[config.mk]
export PLATFORM = sky130hd
export DESIGN_NAME = vc_fifo_gen_flat
export DESIGN_NICKNAME = d
export VERILOG_FILES = /design/src/rtl/pcie_fifo_pkg.sv /design/src/rtl/vc_fifo_gen_if.sv /design/src/rtl/fifo_mem_dp.sv /design/src/rtl/vc_fifo_gen.sv /design/src/flat_wrapper.sv
export SDC_FILE = /design/constraint.sdc
export NUM_CORES = 1
export LEC_CHECK = 0
export ABC_AREA = 0
export CORE_MARGIN = 2
export CORE_UTILIZATION = 45
export CTS_CLUSTER_SIZE = 10
export DETAILED_ROUTE_END_ITERATION = 10
export MAX_ROUTING_LAYER = met4
export SKIP_CTS_REPAIR_TIMING = 1
export SYNTH_ARGS = -nofsm -noshare
export SYNTH_HDL_FRONTEND = slang
export SYNTH_SLANG_ARGS = --single-unit
[constraint.sdc]
create_clock -name clk -period 5.6 [get_ports clk]
set_input_delay 0.84 -clock clk [delete_from_list [all_inputs] [get_ports clk]]
set_output_delay 0.84 -clock clk [all_outputs]
set_load 0.01 [all_outputs]
[src/rtl/pcie_fifo_pkg.sv]
// pcie_fifo_pkg: shared defaults and depth helper for the per-VC transmit FIFOs
package pcie_fifo_pkg;
  localparam int DEF_DATA_WIDTH = 6;
  localparam int DEF_ADDR_WIDTH = 4;
  function automatic int depth(input int aw);
    return 1 << aw;
  endfunction
endpackage

[src/rtl/vc_fifo_gen_if.sv]
// vc_fifo_gen_if: push/pop, threshold and status bundle of one VC FIFO
interface vc_fifo_gen_if import pcie_fifo_pkg::*; #(
  parameter int DATA_WIDTH = DEF_DATA_WIDTH,
  parameter int ADDR_WIDTH = DEF_ADDR_WIDTH
);
  logic                  wr_enable;
  logic [DATA_WIDTH-1:0] data_in;
  logic                  rd_enable;
  logic [ADDR_WIDTH-1:0] umbral_full;
  logic [ADDR_WIDTH-1:0] umbral_empty;
  logic [DATA_WIDTH-1:0] data_out;
  logic                  rd_valid;
  logic                  full;
  logic                  empty;
  logic                  almost_full;
  logic                  almost_empty;
  logic                  error;
  logic [ADDR_WIDTH:0]   fifo_count;
  modport master (
    output wr_enable, data_in, rd_enable, umbral_full, umbral_empty,
    input  data_out, rd_valid, full, empty, almost_full, almost_empty, error, fifo_count
  );
  modport slave (
    input  wr_enable, data_in, rd_enable, umbral_full, umbral_empty,
    output data_out, rd_valid, full, empty, almost_full, almost_empty, error, fifo_count
  );
endinterface

[src/rtl/fifo_mem_dp.sv]
// fifo_mem_dp: 1W/1R synchronous storage with registered read, no reset
module fifo_mem_dp #(
  parameter int DATA_WIDTH = 6,
  parameter int ADDR_WIDTH = 4
) (
  input  logic                  clk,
  input  logic                  we,
  input  logic [ADDR_WIDTH-1:0] waddr,
  input  logic [DATA_WIDTH-1:0] wdata,
  input  logic                  re,
  input  logic [ADDR_WIDTH-1:0] raddr,
  output logic [DATA_WIDTH-1:0] rdata
);
  logic [DATA_WIDTH-1:0] mem [2**ADDR_WIDTH];
  // read-before-write: a same-address read returns the old word
  always_ff @(posedge clk) begin
    if (we) mem[waddr] <= wdata;
    if (re) rdata <= mem[raddr];
  end
endmodule

[src/rtl/vc_fifo_gen.sv]
// vc_fifo_gen: parametrised VC FIFO with thresholds, occupancy and sticky error
module vc_fifo_gen import pcie_fifo_pkg::*; #(
  parameter int DATA_WIDTH = DEF_DATA_WIDTH,
  parameter int ADDR_WIDTH = DEF_ADDR_WIDTH
) (
  input logic clk,
  input logic reset,
  input logic init,
  vc_fifo_gen_if.slave bus
);
  localparam logic [ADDR_WIDTH:0] DEPTH_C = (ADDR_WIDTH+1)'(depth(ADDR_WIDTH));
  logic [ADDR_WIDTH-1:0] wr_ptr, rd_ptr;
  logic [ADDR_WIDTH:0]   count;
  logic [DATA_WIDTH-1:0] rd_q;
  logic                  rd_valid, error, rd_ok, wr_ok, err_ev;
  assign rd_ok  = bus.rd_enable & ~bus.empty;
  assign wr_ok  = bus.wr_enable & (~bus.full | rd_ok);
  assign err_ev = (bus.wr_enable & bus.full & ~rd_ok) | (bus.rd_enable & bus.empty);
  assign bus.full         = count == DEPTH_C;
  assign bus.empty        = count == '0;
  assign bus.almost_full  = count >= DEPTH_C - {1'b0, bus.umbral_full};
  assign bus.almost_empty = count <= {1'b0, bus.umbral_empty};
  assign bus.fifo_count   = count;
  assign bus.rd_valid     = rd_valid;
  assign bus.error        = error;
  assign bus.data_out     = rd_valid ? rd_q : '0;
  fifo_mem_dp #(.DATA_WIDTH(DATA_WIDTH), .ADDR_WIDTH(ADDR_WIDTH)) u_mem (
    .clk(clk), .we(wr_ok & init), .waddr(wr_ptr), .wdata(bus.data_in),
    .re(rd_ok & init), .raddr(rd_ptr), .rdata(rd_q)
  );
  // pointers, occupancy, pop-valid and sticky error; init is a synchronous clear
  always_ff @(posedge clk or negedge reset) begin
    if (!reset) begin
      wr_ptr   <= '0;
      rd_ptr   <= '0;
      count    <= '0;
      rd_valid <= 1'b0;
      error    <= 1'b0;
    end else if (!init) begin
      wr_ptr   <= '0;
      rd_ptr   <= '0;
      count    <= '0;
      rd_valid <= 1'b0;
      error    <= 1'b0;
    end else begin
      wr_ptr   <= wr_ok ? wr_ptr + ADDR_WIDTH'(1) : wr_ptr;
      rd_ptr   <= rd_ok ? rd_ptr + ADDR_WIDTH'(1) : rd_ptr;
      count    <= (wr_ok && !rd_ok) ? count + (ADDR_WIDTH+1)'(1) :
                  (rd_ok && !wr_ok) ? count - (ADDR_WIDTH+1)'(1) : count;
      rd_valid <= rd_ok;
      error    <= error | err_ev;
    end
  end
endmodule

[src/flat_wrapper.sv]
// flat-port wrapper written by rule: the top's interface ports become plain ports
module vc_fifo_gen_flat import pcie_fifo_pkg::*;
#(
  parameter int DATA_WIDTH = DEF_DATA_WIDTH,
  parameter int ADDR_WIDTH = DEF_ADDR_WIDTH
)
  (clk, reset, init, bus_wr_enable, bus_data_in, bus_rd_enable, bus_umbral_full, bus_umbral_empty, bus_data_out, bus_rd_valid, bus_full, bus_empty, bus_almost_full, bus_almost_empty, bus_error, bus_fifo_count);
  vc_fifo_gen_if #(.DATA_WIDTH(DATA_WIDTH), .ADDR_WIDTH(ADDR_WIDTH)) bus_i ();
  input logic clk;
  input logic reset;
  input logic init;
  input wire logic [$bits(bus_i.wr_enable)-1:0] bus_wr_enable;
  input wire logic [$bits(bus_i.data_in)-1:0] bus_data_in;
  input wire logic [$bits(bus_i.rd_enable)-1:0] bus_rd_enable;
  input wire logic [$bits(bus_i.umbral_full)-1:0] bus_umbral_full;
  input wire logic [$bits(bus_i.umbral_empty)-1:0] bus_umbral_empty;
  output wire logic [$bits(bus_i.data_out)-1:0] bus_data_out;
  output wire logic [$bits(bus_i.rd_valid)-1:0] bus_rd_valid;
  output wire logic [$bits(bus_i.full)-1:0] bus_full;
  output wire logic [$bits(bus_i.empty)-1:0] bus_empty;
  output wire logic [$bits(bus_i.almost_full)-1:0] bus_almost_full;
  output wire logic [$bits(bus_i.almost_empty)-1:0] bus_almost_empty;
  output wire logic [$bits(bus_i.error)-1:0] bus_error;
  output wire logic [$bits(bus_i.fifo_count)-1:0] bus_fifo_count;
  assign bus_i.wr_enable = bus_wr_enable;
  assign bus_i.data_in = bus_data_in;
  assign bus_i.rd_enable = bus_rd_enable;
  assign bus_i.umbral_full = bus_umbral_full;
  assign bus_i.umbral_empty = bus_umbral_empty;
  assign bus_data_out = bus_i.data_out;
  assign bus_rd_valid = bus_i.rd_valid;
  assign bus_full = bus_i.full;
  assign bus_empty = bus_i.empty;
  assign bus_almost_full = bus_i.almost_full;
  assign bus_almost_empty = bus_i.almost_empty;
  assign bus_error = bus_i.error;
  assign bus_fifo_count = bus_i.fifo_count;
  vc_fifo_gen #(.DATA_WIDTH(DATA_WIDTH), .ADDR_WIDTH(ADDR_WIDTH)) u_core (.clk(clk), .reset(reset), .init(init), .bus(bus_i));
endmodule
==> results.json, run 1 <==
{
  "clockPowerShare": 0.393,
  "switching_power_uw": 698,
  "swShare": 0.261,
  "regToRegSetupSlack_ps": 2190,
  "dieArea_sq_um": 12500,
  "wl_per_cell_microns": 18.9,
  "htree_levels": 4,
  "reg2reg_from": "u_core.bus.fifo_count[1]$_DFFE_PN0P_",
  "power.density_nw_per_um2": 427,
  "overflow": 0,
  "core_region_area_sq_um": 11400,
  "critPathMaxFanout": 3,
  "min_path_cells": 2,
  "gp_congestion": 0.797,
  "hold_slack_ps": 516,
  "synth_mux_area_frac": 0.108,
  "initial_utilization": 0.459,
  "worstSetupStartpointType": "input pin",
  "synth.cell_area_sq_um": 5220,
  "diodes": 0,
  "status": "completed",
  "layout_commonest_cell": "edfxtp_1",
  "wl_mm": 10.3,
  "numClockSinks": 117,
  "via_per_inst": 5.41,
  "fill_cells": 931,
  "fin_tns_setup_ps": 0,
  "slew_headroom": 0.386,
  "final_nets": 428,
  "rsz0062_at_grt": "false",
  "combPwrFrac": 0.213,
  "syn_inst": 348,
  "grt_pass1_wl_mm": 16.6,
  "cts_root_buffer": "clkbuf_16",
  "syn_nets": 387,
  "ys.flop_type": "edfxtp_1",
  "fin_util": 0.552,
  "critPathRequiredTime_ps": 4760,
  "tritoncts": "yes",
  "yosys.area_share.simple": 0.0860,
  "firstDrtPassIters": 5,
  "placed_cells": 513,
  "worstMarginPinSlew_ps": 919,
  "area_growth_pct": 20.2,
  "synth_compound_area_frac": 0.0611,
  "instances_no_fill": 545,
  "cp-end-kind": "output pin",
  "min_from": "u_core.bus.error$_DFF_PN0_",
  "rows": 39,
  "setup_viol": 0,
  "syn_avg_cell_area_sq_um": 15.0,
  "synth_fa_ha_area_frac": 0.0494,
  "antenna_found_initial": 0,
  "intPower_uw": 1980,
  "insertion_delay_ps": 410,
  "ios": 36,
  "die_h_microns": 112,
  "clk_pin_slew_ps": 50,
  "maxSlewViolCount": 0,
  "dp_hpwl_mm": 6.88,
  "peakVddDrop_mv": 0.227,
  "synth_seq_cells": 117,
  "synth_edf_count": 102,
  "io_buffer_count": 35,
  "maxCapViolations": 0,
  "regToRegEndpoint": "u_core.bus.fifo_count[4]$_DFFE_PN0P_",
  "hold_path_end": "u_core.bus.error$_DFF_PN0_",
  "drc": 0,
  "post-route-period-util": 0.666,
  "finalCriticalPeriod_ps": 3730,
  "yosysSeqAreaShare": 0.659,
  "cts_buffers": 17,
  "synthArstFlopShare": 0.128,
  "reg2reg_depth": 9,
  "grt.total_usage": 0.185,
  "yosysWarnings": 0,
  "p_total_uw": 2680,
  "path_class": "in2out",
  "hold_class": "reg2reg",
  "grt_max_degree": 40,
  "grt_pass1_vias": 3055,
  "final_hold_viol_count": 0,
  "finClkSkew_ps": 11.1,
  "layout_common_cells": "edfxtp_1 (102), clkdlybuf4s50_1 (35), and2_1 (23)",
  "leakagePower_uw": 0.00223,
  "cts_buffer_depth": 2,
  "drtAntennaViolNets": 0,
  "synth_top_family_by_area": "multiplexers",
  "arrival_ps": 2890,
  "synth-xor-area-share": 0.0168,
  "synth_cell_types": 42,
  "fp.dieW_microns": 112,
  "pwr-share-seq": 0.395,
  "drive_gt1_frac": 0.129,
  "drtIter0Drc": 157,
  "max_freq_mhz": 268,
  "via_count": 2946
}
-- synth_stat cells, types with 6 or more instances --
master      n  area (sq um)
edfxtp_1  102          3060
and2_1     23           144
mux2i_1    21           210
ha_1       19           238
nor2_1     18          67.6
nand2_1    17          63.8
a21oi_1    16          80.1
o21ai_0    16          80.1
dfrtp_1    15           375
inv_1      13          48.8
mux4_2     12           270
clkbuf_1    9          33.8
xor2_1      7          61.3
a221oi_1    6          52.6
a22oi_1     6          45.0
mux2_2      6          67.6
-- registers in the layout (all words and copies together), names as in the netlist --
| register | count |
|---|---|
| u_core.bus.rd_valid | 1 |
| u_core.wr_ptr | 4 |
| u_core.u_mem.mem | 96 |
| u_core.bus.fifo_count | 5 |
| u_core.bus.error | 1 |
| u_core.u_mem.rdata | 6 |
| u_core.rd_ptr | 4 |
-- metrics by stage --
step / area, sq um / worst slack [ps]
detailed placement: 5700 / 1860
CTS: 6270 / 1840
floorplan: 5220 / 2580
finish: 6270 / 1870
global route: 6270 / 1710
global placement: 5700 / 1900
-- power groups by stage --
stage / Sequential, uW / Clock, uW / Combinational (uW)
after detailed placement: 1070 / 0 / 574
after global placement: 1070 / 0 / 566
after global routing: 1060 / 1100 / 637
after CTS: 1060 / 1070 / 577
after floorplan: 1050 / 0 / 396
final: 1060 / 1050 / 569
-- routing by layer --
layer  GRT usage  wire [microns]  part of all wire
met5           -               0                 0
met4      0.0601              82            0.0080
met3      0.0544             449             0.044
met2       0.286            5040              0.49
met1       0.238            4730              0.46
-- area by class of cell --
type,instances,area [sq um],share of cell area
sequential,117,3440,0.548
inverter,13,48.8,0.00778
multi-input combinational,204,1680,0.267
timing repair buffer,36,358,0.0570
clock inverter,12,136,0.0217
clock buffer,20,437,0.0696
tap,143,179,0.0285
-- kinds of logic (layout without fill, tap and decap cells) --
kind of cell             count (synthesis)  in the layout
flip-flops                             117            117
adder cells (fa/ha/maj)                 20             20
buffers and inverters                   27             81
multiplexers                            40             40
XOR/XNOR                                10             10
AND/OR/NAND/NOR                         83             83
AO/OA/AOI/OAI                           51             51
-- worst max-delay path by stage --
stage | from | endpoint | slack, ps | depth (start not counted)
finish | bus_umbral_full[0] | bus_almost_full | 1870 | 9
global route | bus_umbral_full[0] | bus_almost_full | 1710 | 9
CTS | bus_umbral_full[0] | bus_almost_full | 1840 | 9
detailed placement | bus_umbral_full[0] | bus_almost_full | 1860 | 9
global placement | bus_umbral_full[0] | bus_almost_full | 1900 | 9
floorplan | u_core.bus.fifo_count[1]$_DFFE_PN0P_ | u_core.bus.fifo_count[4]$_DFFE_PN0P_ | 2580 | 10
-- worst max-delay path, cell delays in order --
cell and delay, ps:
clkdlybuf4s50_1 500, inv_1 50, ha_1 210, xor2_1 140, ha_1 270, nor2b_1 110
o21ai_0 70, a21oi_1 140, clkdlybuf4s50_1 560
No activity file was read; power rests on OpenSTA's default activity.
==> inputs of run 2 (changes only) <==
Settings changed: PLACE_DENSITY from default to 0.66.
Clock period 5.6 ns to 3.1 ns, I/O delays scaled along.
==> run 2 against run 1 <==
Setup slack got worse by 1700 ps. Register-to-register slack got worse by 2000 ps. Critical endpoint is now u_core.bus.fifo_count[4]$_DFFE_PN0P_. Global-route usage barely moved.
==> results.json, run 2 (synthesis results as in run 1) <==
{
  "drtIter0Drc": 170,
  "slowest_stage": "or4_1",
  "post-route-period-util": 0.943,
  "path_buf_inv": 0,
  "instances_no_fill": 557,
  "firstDrtPassIters": 5,
  "clk_pin_slew_ps": 50,
  "finalCriticalPeriod_ps": 2920,
  "worstMarginPinSlew_ps": 732,
  "seq_area_sq_um": 3440,
  "fill_cells": 913,
  "cts_root_buffer": "clkbuf_16",
  "place_area_sq_um": 5790,
  "grt_pass1_wl_mm": 16.3,
  "diodes": 0,
  "io_buffer_count": 35,
  "htree_levels": 4,
  "layout_common_cells": "edfxtp_1 (102), clkdlybuf4s50_1 (34), and2_1 (23)",
  "tritoncts": "yes",
  "drive_gt1_frac": 0.164,
  "setup_viol": 0,
  "placed_cells": 523,
  "max_freq_mhz": 342,
  "ios": 36,
  "rows": 39,
  "antenna_found_initial": 0,
  "final_hold_viol_count": 0,
  "fin_tns_setup_ps": 0,
  "drc": 0,
  "drtAntennaViolNets": 0,
  "worstSetupStartpointType": "register",
  "p_total_uw": 4780,
  "slew_headroom": 0.510,
  "critPathRequiredTime_ps": 3450,
  "cp-end-kind": "register",
  "cts_buffers": 17,
  "path_class": "reg2reg",
  "via_count": 2988,
  "dieArea_sq_um": 12500,
  "critPathMaxFanout": 5,
  "gp_congestion": 0.762,
  "core_region_area_sq_um": 11400,
  "hold_class": "in2async",
  "maxCapViolations": 0,
  "layout_commonest_cell": "edfxtp_1",
  "arrival_ps": 3270,
  "regMostFlops": "u_core.u_mem.mem",
  "crit_family": "simple AND/OR/NAND/NOR gates",
  "numClockSinks": 117,
  "grt_pass1_vias": 3070,
  "wl_per_cell_microns": 18.5,
  "maxSlewViolCount": 0,
  "final_area_sq_um": 6350,
  "grt.total_usage": 0.185,
  "via_per_inst": 5.36,
  "grt_max_degree": 20,
  "final_nets": 440,
  "power.density_nw_per_um2": 753,
  "multi_input_comb_area_sq_um": 1680,
  "area_growth_pct": 21.6,
  "worstPathCellList": "or4_1 > nand2_1 > nand3b_1 > fa_2 > a21o_1 > a21oi_2 > or3b_2 > a21oi_1 > o31a_1",
  "insertion_delay_ps": 410,
  "wl_mm": 10.3,
  "dp_hpwl_mm": 7.01,
  "rsz0062_at_grt": "false",
  "critPathMaxStageDelay_ps": 630,
  "overflow": 0,
  "initial_utilization": 0.459,
  "fp.dieW_microns": 112,
  "peakVddDrop_mv": 0.476,
  "die_h_microns": 112,
  "status": "completed",
  "hold_slack_ps": 491,
  "cts_buffer_depth": 2,
  "finClkSkew_ps": 7.77,
  "largest_reg_flops": 96,
  "leakagePower_uw": 0.00230
}
==> run 2: changes by cell type in the layout (fill, tap and decap cells not counted), sizes merged <==
cell	change
clkinvlp	-1
bufinv	-3
dlymetal6s2s	+1
buf	+12
clkinv	-3
clkbuf	+7
clkdlybuf4s50	-1
==> run 2: final cells by class <==
| class | count | area share |
|---|---|---|
| Timing Repair Buffer | 48 | 0.0729 |
| Tap cell | 143 | 0.0282 |
| Inverter | 13 | 0.00768 |
| Multi-Input combinational cell | 204 | 0.265 |
| Clock inverter | 5 | 0.00394 |
| Clock buffer | 27 | 0.0808 |
| Sequential cell | 117 | 0.542 |
==> run 2: metal layers <==
layer | part of all wire | up-vias | global-route usage
met5 | 0 | - | -
met1 | 0.44 | 1494 | 0.221
met3 | 0.040 | 15 | 0.0566
met2 | 0.50 | 60 | 0.299
li1 | - | 1419 | -
met4 | 0.016 | 0 | 0.0683
==> run 2: final timing paths <==
path,depth (start not counted),to,from,slack (ps)
setup / recovery,9,u_core.bus.fifo_count[4]$_DFFE_PN0P_,u_core.bus.fifo_count[1]$_DFFE_PN0P_,180
hold / removal,1,u_core.bus.fifo_count[0]$_DFFE_PN0P_,reset,490
min in group clk,2,u_core.bus.error$_DFF_PN0_,u_core.bus.error$_DFF_PN0_,520
setup reg to reg,9,u_core.bus.fifo_count[4]$_DFFE_PN0P_,u_core.bus.fifo_count[1]$_DFFE_PN0P_,180
max in group asynchronous,1,u_core.rd_ptr[0]$_DFFE_PN0P_,reset,2100
hold reg to reg,2,u_core.bus.error$_DFF_PN0_,u_core.bus.error$_DFF_PN0_,520
==> run 2: metrics by stage <==
step | setup slack, ps | utilization
2_1_floorplan | 82.5 | -
3_3_place_gp | 138 | 0.509
3_5_place_dp | 19.7 | 0.509
4_1_cts | 12.8 | 0.557
5_1_grt | 63.0 | 0.559
6_report | 177 | 0.559
==> run 2: where the power goes <==
part | internal [uW] | switching, uW
sequential | 1800 | 79.9
clock | 1120 | 618
combinational | 603 | 562
total | 3520 | 1260
